--- config.mk ---
export PLATFORM = sky130hd
export DESIGN_NAME = if_id_skid
export DESIGN_NICKNAME = d
export VERILOG_FILES = /design/src/rtl/if_id_skid_pkg.sv /design/src/rtl/if_id_skid_pipe_entry_reg.sv /design/src/rtl/if_id_skid.sv
export SDC_FILE = /design/constraint.sdc
export NUM_CORES = 1
export LEC_CHECK = 0
export ABC_AREA = 1
export BUFFER_PORTS_ARGS = -buffer_cell sky130_fd_sc_hd__buf_2
export CAP_MARGIN = 20
export CORE_AREA = 2 2 119 121
export CTS_CLUSTER_DIAMETER = 100
export DETAILED_ROUTE_END_ITERATION = 8
export DIE_AREA = 0 0 121 123
export GPL_TIMING_DRIVEN = 0
export PLACE_DENSITY = 0.65
export SYNTH_ARGS = -nofsm -noshare
export SYNTH_HDL_FRONTEND = slang
export SYNTH_HIERARCHICAL = 1
export SYNTH_SLANG_ARGS = --single-unit
export TNS_END_PERCENT = 20
--- constraint.sdc ---
create_clock -name clk -period 1.63 [get_ports clk]
set_input_delay 0.163 -clock clk [delete_from_list [all_inputs] [get_ports clk]]
set_output_delay 0.163 -clock clk [all_outputs]
set_load 0.005 [all_outputs]
--- src/rtl/if_id_skid_pkg.sv ---
// -----------------------------------------------------------------------------
// if_id_skid_pkg
// Shared definitions for the fetch/decode boundary register:
//   - pipe_state_e      : occupancy state of the two-entry skid register
//   - PIPE_NOP_DEFAULT  : instruction word shown to decode when nothing is valid
// -----------------------------------------------------------------------------
package if_id_skid_pkg;

    // EMPTY: main invalid; BUSY: main valid, skid invalid; FULL: both valid.
    typedef enum logic [1:0] {
        ST_EMPTY = 2'b00,
        ST_BUSY  = 2'b01,
        ST_FULL  = 2'b10
    } pipe_state_e;

    localparam int PIPE_IR_W_DEFAULT = 16;

    // All-zero instruction word used as the bubble presented to decode.
    localparam logic [PIPE_IR_W_DEFAULT-1:0] PIPE_NOP_DEFAULT = '0;

endpackage

--- src/rtl/if_id_skid_pipe_entry_reg.sv ---
// -----------------------------------------------------------------------------
// pipe_entry_reg
// One fetch/decode entry (PC, PC+2, instruction) held in a load-enabled
// register. Used twice by if_id_skid: once as the main entry, once as skid.
//
// Ports:
//   clk_i   : clock, rising edge
//   rst_ni  : synchronous active-low reset, clears all fields to zero
//   load_i  : capture pc_i/pc2_i/ir_i on this edge
//   pc_i, pc2_i, ir_i : entry to capture
//   pc_o, pc2_o, ir_o : currently held entry
// -----------------------------------------------------------------------------
module pipe_entry_reg #(
    parameter int PC_W = 16,
    parameter int IR_W = 16
) (
    input  logic            clk_i,
    input  logic            rst_ni,
    input  logic            load_i,
    input  logic [PC_W-1:0] pc_i,
    input  logic [PC_W-1:0] pc2_i,
    input  logic [IR_W-1:0] ir_i,
    output logic [PC_W-1:0] pc_o,
    output logic [PC_W-1:0] pc2_o,
    output logic [IR_W-1:0] ir_o
);

    logic [PC_W-1:0] pc_q;
    logic [PC_W-1:0] pc2_q;
    logic [IR_W-1:0] ir_q;

    always_ff @(posedge clk_i) begin
        if (!rst_ni) begin
            pc_q  <= '0;
            pc2_q <= '0;
            ir_q  <= '0;
        end else if (load_i) begin
            pc_q  <= pc_i;
            pc2_q <= pc2_i;
            ir_q  <= ir_i;
        end
    end

    assign pc_o  = pc_q;
    assign pc2_o = pc2_q;
    assign ir_o  = ir_q;

endmodule

--- src/rtl/if_id_skid.sv ---
// -----------------------------------------------------------------------------
// if_id_skid
// Fetch/decode boundary register with valid/ready handshake and a two-entry
// skid buffer. in_ready depends only on registered state, so decode stalls
// never propagate combinationally back into fetch; the one entry already in
// flight when decode stalls is parked in the skid entry.
//
// Ports:
//   clk               : clock, rising edge
//   rst               : synchronous active-low reset (overrides everything)
//   flush             : taken branch, discards held and incoming entries
//   in_valid/in_ready : fetch-side handshake
//   in_pc, in_pc2, in_ir : fetch-side entry
//   out_valid/out_ready  : decode-side handshake
//   out_pc, out_pc2, out_ir : decode-side entry (out_ir = NOP when invalid)
//   stall_cnt         : saturating count of cycles with out_valid & !out_ready
// -----------------------------------------------------------------------------
module if_id_skid
    import if_id_skid_pkg::*;
#(
    parameter int              PC_W  = 16,
    parameter int              IR_W  = 16,
    parameter logic [IR_W-1:0] NOP   = IR_W'(PIPE_NOP_DEFAULT),
    parameter int              CNT_W = 16
) (
    input  logic             clk,
    input  logic             rst,
    input  logic             flush,
    input  logic             in_valid,
    output logic             in_ready,
    input  logic [PC_W-1:0]  in_pc,
    input  logic [PC_W-1:0]  in_pc2,
    input  logic [IR_W-1:0]  in_ir,
    output logic             out_valid,
    input  logic             out_ready,
    output logic [PC_W-1:0]  out_pc,
    output logic [PC_W-1:0]  out_pc2,
    output logic [IR_W-1:0]  out_ir,
    output logic [CNT_W-1:0] stall_cnt
);

    pipe_state_e      state_q, state_d;
    logic             in_ready_q;
    logic             out_valid_q;
    logic [CNT_W-1:0] cnt_q, cnt_d;

    logic             accept;
    logic             consume;
    logic             main_load;
    logic             skid_load;
    logic             main_from_skid;

    logic [PC_W-1:0]  main_pc_d, main_pc2_d;
    logic [IR_W-1:0]  main_ir_d;
    logic [PC_W-1:0]  main_pc, main_pc2;
    logic [IR_W-1:0]  main_ir;
    logic [PC_W-1:0]  skid_pc, skid_pc2;
    logic [IR_W-1:0]  skid_ir;

    function automatic logic [CNT_W-1:0] sat_inc(input logic [CNT_W-1:0] v);
        return (&v) ? v : v + CNT_W'(1);
    endfunction

    assign accept  = in_valid & in_ready_q;
    assign consume = out_valid_q & out_ready;

    // Next-state and entry load decisions. flush wins over any handshake,
    // so no entry is loaded on a flush edge (pc fields may stay stale).
    always_comb begin
        state_d        = state_q;
        main_load      = 1'b0;
        skid_load      = 1'b0;
        main_from_skid = 1'b0;
        if (flush) begin
            state_d = ST_EMPTY;
        end else begin
            case (state_q)
                ST_EMPTY: begin
                    if (accept) begin
                        state_d   = ST_BUSY;
                        main_load = 1'b1;
                    end
                end
                ST_BUSY: begin
                    if (accept && consume) begin
                        main_load = 1'b1;
                    end else if (accept) begin
                        state_d   = ST_FULL;
                        skid_load = 1'b1;
                    end else if (consume) begin
                        state_d = ST_EMPTY;
                    end
                end
                ST_FULL: begin
                    // in_ready is low here, so only a consume can move us.
                    if (consume) begin
                        state_d        = ST_BUSY;
                        main_load      = 1'b1;
                        main_from_skid = 1'b1;
                    end
                end
                default: state_d = ST_EMPTY;
            endcase
        end
    end

    always_comb begin
        main_pc_d  = main_from_skid ? skid_pc  : in_pc;
        main_pc2_d = main_from_skid ? skid_pc2 : in_pc2;
        main_ir_d  = main_from_skid ? skid_ir  : in_ir;
    end

    // Stall counter keeps counting through flushes; only reset clears it.
    assign cnt_d = (out_valid_q && !out_ready) ? sat_inc(cnt_q) : cnt_q;

    // Control registers: handshake outputs are registered from state_d so
    // they always agree with state_q.
    always_ff @(posedge clk) begin
        if (!rst) begin
            state_q     <= ST_EMPTY;
            in_ready_q  <= 1'b1;
            out_valid_q <= 1'b0;
            cnt_q       <= '0;
        end else begin
            state_q     <= state_d;
            in_ready_q  <= (state_d != ST_FULL);
            out_valid_q <= (state_d != ST_EMPTY);
            cnt_q       <= cnt_d;
        end
    end

    pipe_entry_reg #(.PC_W(PC_W), .IR_W(IR_W)) u_main (
        .clk_i  (clk),
        .rst_ni (rst),
        .load_i (main_load),
        .pc_i   (main_pc_d),
        .pc2_i  (main_pc2_d),
        .ir_i   (main_ir_d),
        .pc_o   (main_pc),
        .pc2_o  (main_pc2),
        .ir_o   (main_ir)
    );

    pipe_entry_reg #(.PC_W(PC_W), .IR_W(IR_W)) u_skid (
        .clk_i  (clk),
        .rst_ni (rst),
        .load_i (skid_load),
        .pc_i   (in_pc),
        .pc2_i  (in_pc2),
        .ir_i   (in_ir),
        .pc_o   (skid_pc),
        .pc2_o  (skid_pc2),
        .ir_o   (skid_ir)
    );

    assign in_ready  = in_ready_q;
    assign out_valid = out_valid_q;
    assign out_pc    = main_pc;
    assign out_pc2   = main_pc2;
    assign out_ir    = out_valid_q ? main_ir : NOP;
    assign stall_cnt = cnt_q;

endmodule

Word level (Yosys, flattened, before mapping)
Index checks and enable logic that the tools add are counted.

Output and inout port bits: 66. Input port bits: 53. Register bits after elaboration: 116.

Add/subtract/negate cells: 1. Equality and inequality tests: 3. Reductions and logical operators: 7. Mux-type cells: 21. Bitwise operators: 3.

Operators by type and width (number): 16-bit two-way mux (4); 16-bit by 1-bit adder with 16-bit output, second input constant (1); 16-bit AND reduction (1); 2-bit two-way mux (6); 1-bit two-way mux (9); 2-bit one-hot mux with 3 select lines (1); 1-bit one-hot mux with 3 select lines (1); 1-bit bitwise AND (2); 2-bit by 1-bit equality test with 1-bit output, second input constant (1); 2-bit equality test, second input constant (1); 1-bit logical AND (2); 2-bit logical NOT (1); 2-bit != test, second input constant (1); 2-bit AND reduction (1); 2-bit nonzero test (1); 1-bit logical NOT (1); 1-bit NOT (1).

Depth between registers and ports, before layout
Word-level depth: 7. Mapped depth: 11. Mapped depth without buffers: 9.

Cells and area by module
Netlist, hierarchy kept.

By module, submodules not included: pipe_entry_reg (instances 2, area an instance 1973.1 µm², cells an instance 304); if_id_skid (instances 1, area an instance 1889.3 µm², cells an instance 256).

Least setup slack after synthesis
Ideal clock, no wire load.

Path kind: register to register. Start: register out_valid_q (netlist: out_valid). End: register u_main.ir_q[4] (netlist: u_main/ir_o[4]). Clock period less this slack: 1.550 ns. Setup slack: 0.080 ns. Data arrival time: 1.437 ns. Stages on the path, launching flop included: 12. Data required time: 1.517 ns. Cells stage by stage: dfxtp_1 -> buf_6 -> nand2_4 -> nor2_4 -> nand2_2 -> buf_6 -> buf_6 -> mux2_4 -> inv_1 -> nand2_1 -> nand2_1 -> nor2_1.

Longest elaborated chain between the ends: 5. Elaborated cells between the ends (all ways): 9. Classes of those cells: mux: 7; bitwise: 1; reduce/logical: 1.

RTL lines: from (decl) (RTL line if_id_skid.sv:44) `logic out_valid_q;`; from (signal assigned) (RTL line if_id_skid.sv:127) `out_valid_q <= (state_d != ST_EMPTY);`; 1-bit bitwise AND (RTL line if_id_skid.sv:65) `assign consume = out_valid_q & out_ready;`; 1-bit two-way mux (RTL line if_id_skid.sv:96) `if (consume) begin`; 1-bit two-way mux (RTL line if_id_skid.sv:77) `case (state_q)`; 1-bit two-way mux (RTL line if_id_skid.sv:74) `if (flush) begin`; 16-bit two-way mux (RTL line if_id_skid.sv:110) `main_ir_d = main_from_skid ? skid_ir : in_ir;`; named net main_ir_d[4] (RTL line if_id_skid.sv:54) `logic [IR_W-1:0] main_ir_d;`; to (signal assigned) (RTL line if_id_skid_pipe_entry_reg.sv:40) `ir_q <= ir_i;`; to (decl) (RTL line if_id_skid_pipe_entry_reg.sv:30) `logic [IR_W-1:0] ir_q;`.

The timed path passes the listed nets, and every way through them passes these cells. A chain may end at the register's enable or synchronous reset.

Final worst setup path
Start: register state_q[0]. End: register u_main.ir_q[14] (netlist: u_main/ir_o[14]).

Longest elaborated chain between the ends: 4. Elaborated cells between the ends (all ways): 8. Classes of those cells: eq/ne: 2; mux: 5; reduce/logical: 1.

RTL lines: from (decl) (RTL line if_id_skid.sv:42) `pipe_state_e state_q, state_d;`; from (signal assigned) (RTL line if_id_skid.sv:125) `state_q <= state_d;`; 2-bit equality test (RTL line if_id_skid.sv:77); 1-bit two-way mux (RTL line if_id_skid.sv:77); 1-bit two-way mux (RTL line if_id_skid.sv:74); 16-bit two-way mux (RTL line if_id_skid.sv:110); named net main_ir_d[14] (RTL line if_id_skid.sv:54).

The timed path passes the listed nets, and every way through them passes these cells.

==> results.yml <==
global_routing:
  grt_first_pass_wirelength_um: 21300
  grtUsageTotal_pct: 18.4
  antenna_found_initial: 1
  first_global_vias: 4496
  grt_start_max_net_pins: 17
  grt_overflow: 0
cells_and_area:
  finish.net_count: 1061
  layout_commonest_cell: "nand2_1"
  fin_cells: 1200
  syn2layout_area_growth_pct: 27.2
  layout_common_cells: "nand2_1, nor2_1, buf_2"
  design_area_um2: 7420
  drive_above_1_share_pct: 27.4
  fin_util_pct: 54.5
clock_tree:
  ctsHoldBuffers: 0
  cts_max_level: 4
  clockBufferDepth: 2
  clkSlewWorstSetupHoldPaths_ns: 0.05
  numCtsBuffers: 17
  clk_latency_ns: 0.41
  cts_root_buf: "clkbuf_16"
  tritoncts: "yes"
  cts.sink_count: 116
setup_path:
  worstPathCellList: "inv_2 -> nand2_4 -> nor2_4 -> nand2_4 -> buf_8 -> clkbuf_16 -> mux2_4 -> inv_2 -> nand2_1 -> nand2_1 -> nor2_1"
  cp-start-kind: "flip-flop"
  end_kind: "flip-flop"
  critPathMaxStageDelay_ns: 0.32
  crit_family: "simple AND/OR/NAND/NOR gates"
  cp.arrival_ns: 1.90
  critical_path_required_ns: 1.93
  cp_slowest_cell: "dfxtp_2"
  crit_buf_inv: 4
  worstSetupPathType: "flip-flop to flip-flop"
  crit_fanout: 6
timing:
  clock.fmax_mhz: 625
  hold_viol_final: 0
  tightestPinTransition_ns: 0.510
  period_minus_slack_ns: 1.60
  setup_slack_ns: 0.0292
  maxSlewHeadroom_pct: 66.0
  setup_viol: 0
  setup_tns_ns: 0
  clock_skew_ns: 0.00513
  grt_setup_unrepaired: "yes"
  period_share_pct: 98.2
  maxSlewViolCount: 0
  whs_ns: 0.0526
power_and_ir_drop:
  p_per_area_nw_per_um2: 976
  p_leak_nw: 3.98
  irDropWorstVdd_mv: 0.625
  power.total_mw: 7.24
detailed_routing:
  firstDrtPassIters: 4
  wirelength_um: 13500
  vias: 5157
  antenna_left: 0
  wl_per_cell_um: 11.3
  drt_iter0_drc: 262
  vias_per_cell: 4.30
  drc: 0
place:
  place_inst: 1161
  hpwlAfterDp_um: 9310
  port_buffers: 117
  pre_cts_ws_ns: -0.0735
  place_area_um2: 6650
  gp_congestion: 0.788
hold_path:
  hp-class: "input pin to flip-flop"
floorplanning:
  die_area_um2: 14900
  rows: 43
  core_area_um2: 13600
  die_h_um: 123
  die-width_um: 121
  io_pins: 119
  initial_core_util_pct: 42.9
synth:
  synth_nets: 918
  synth_area_leader_cell: "dfxtp_1"
  syn_area_per_cell_um2: 6.75
  synth.top_cells.by_area: "dfxtp_1, nand2_1, nor2_1, inv_1, mux2_2"
  synth_seq_cells: 116
  synth_top_cell_area_share_pct: 39.8
  yosysWarnings: 6
  seq_area_frac_synth_pct: 39.8
  syn_area_um2: 5840
  syn_inst: 864
  yosysUniqueCellTypes: 26
outcome:
  status: "complete, no violations"
job:
  maxCapViolCount: 0
## state kept, by name, indices dropped and copies added, names as in the netlist
register,cells
state_q,2
u_main/ir_o,16
u_skid/pc_o,16
out_valid,1
u_main/pc2_o,16
u_skid/ir_o,16
u_skid/pc2_o,16
u_main/pc_o,16
in_ready,1
stall_cnt,16
## synthesized netlist by cell type, drive strengths merged
library cell,number
nand2,263
nor2,223
inv,131
dfxtp,116
mux2,48
buf,36
nand3,13
a21oi,12
clkbuf,5
nand4,4
xor2,4
xnor2,2
a31oi,1
clkinv,1
ha,1
nand3b,1
o21a,1
o21ai,1
o31ai,1
## cells by family after synthesis
kind of cell | Yosys count | share of synthesized area, %
simple gates | 504 | 33.4
xor+xnor | 6 | 0.901
mux | 48 | 10.5
flops | 116 | 39.8
buf+inv | 173 | 13.6
fa+ha+maj | 1 | 0.214
compound gates | 16 | 1.54
## routing by layer
layer	global-route usage, %	part of all wire, %
met2	30.0	47
met5	0	0
met1	23.5	47
met3	6.18	4.6
met4	4.80	1.2
## worst paths after layout
kind	startpoint	endpoint	slack, ns	cells after the start
max	state_q[0]$_SDFF_PN0_	u_main/ir_o[14]$_SDFFE_PN0P_	0.03	11
min	in_ir[5]	u_skid/ir_o[5]$_SDFFE_PN0P_	0.05	5
max reg2reg	state_q[0]$_SDFF_PN0_	u_main/ir_o[14]$_SDFFE_PN0P_	0.03	11
min reg2reg	u_main/pc2_o[11]$_SDFFE_PN0P_	u_main/pc2_o[11]$_SDFFE_PN0P_	0.46	2
## worst min-delay path, stage by stage
cell,delay (ns)
buf_2,0.09
inv_1,0.03
nand2_1,0.04
nand2_1,0.04
nor2_1,0.06
## timing repair
action,CTS,global route
gates cloned,0,3
endpoints found under the setup margin,43,72
gates resized for setup,9,49
pin swaps,0,8
buffers inserted,4,1
## report_power, final
part,switching (mW),internal [mW],total (mW)
registers,0.0562,2.95,3.01
logic,0.376,0.330,0.705
clock network,1.24,2.28,3.53
## area by class of cell
cell class / count / area (µm²)
fill: 1370 / 6190
multi-input combinational: 576 / 2800
sequential: 116 / 2330
timing repair buffer: 124 / 689
clock buffer: 27 / 513
inverter: 132 / 495
buffer: 40 / 319
tap: 180 / 225
clock inverter: 4 / 45.0
antenna: 1 / 2.50
Power figures use the tool's default switching activity.
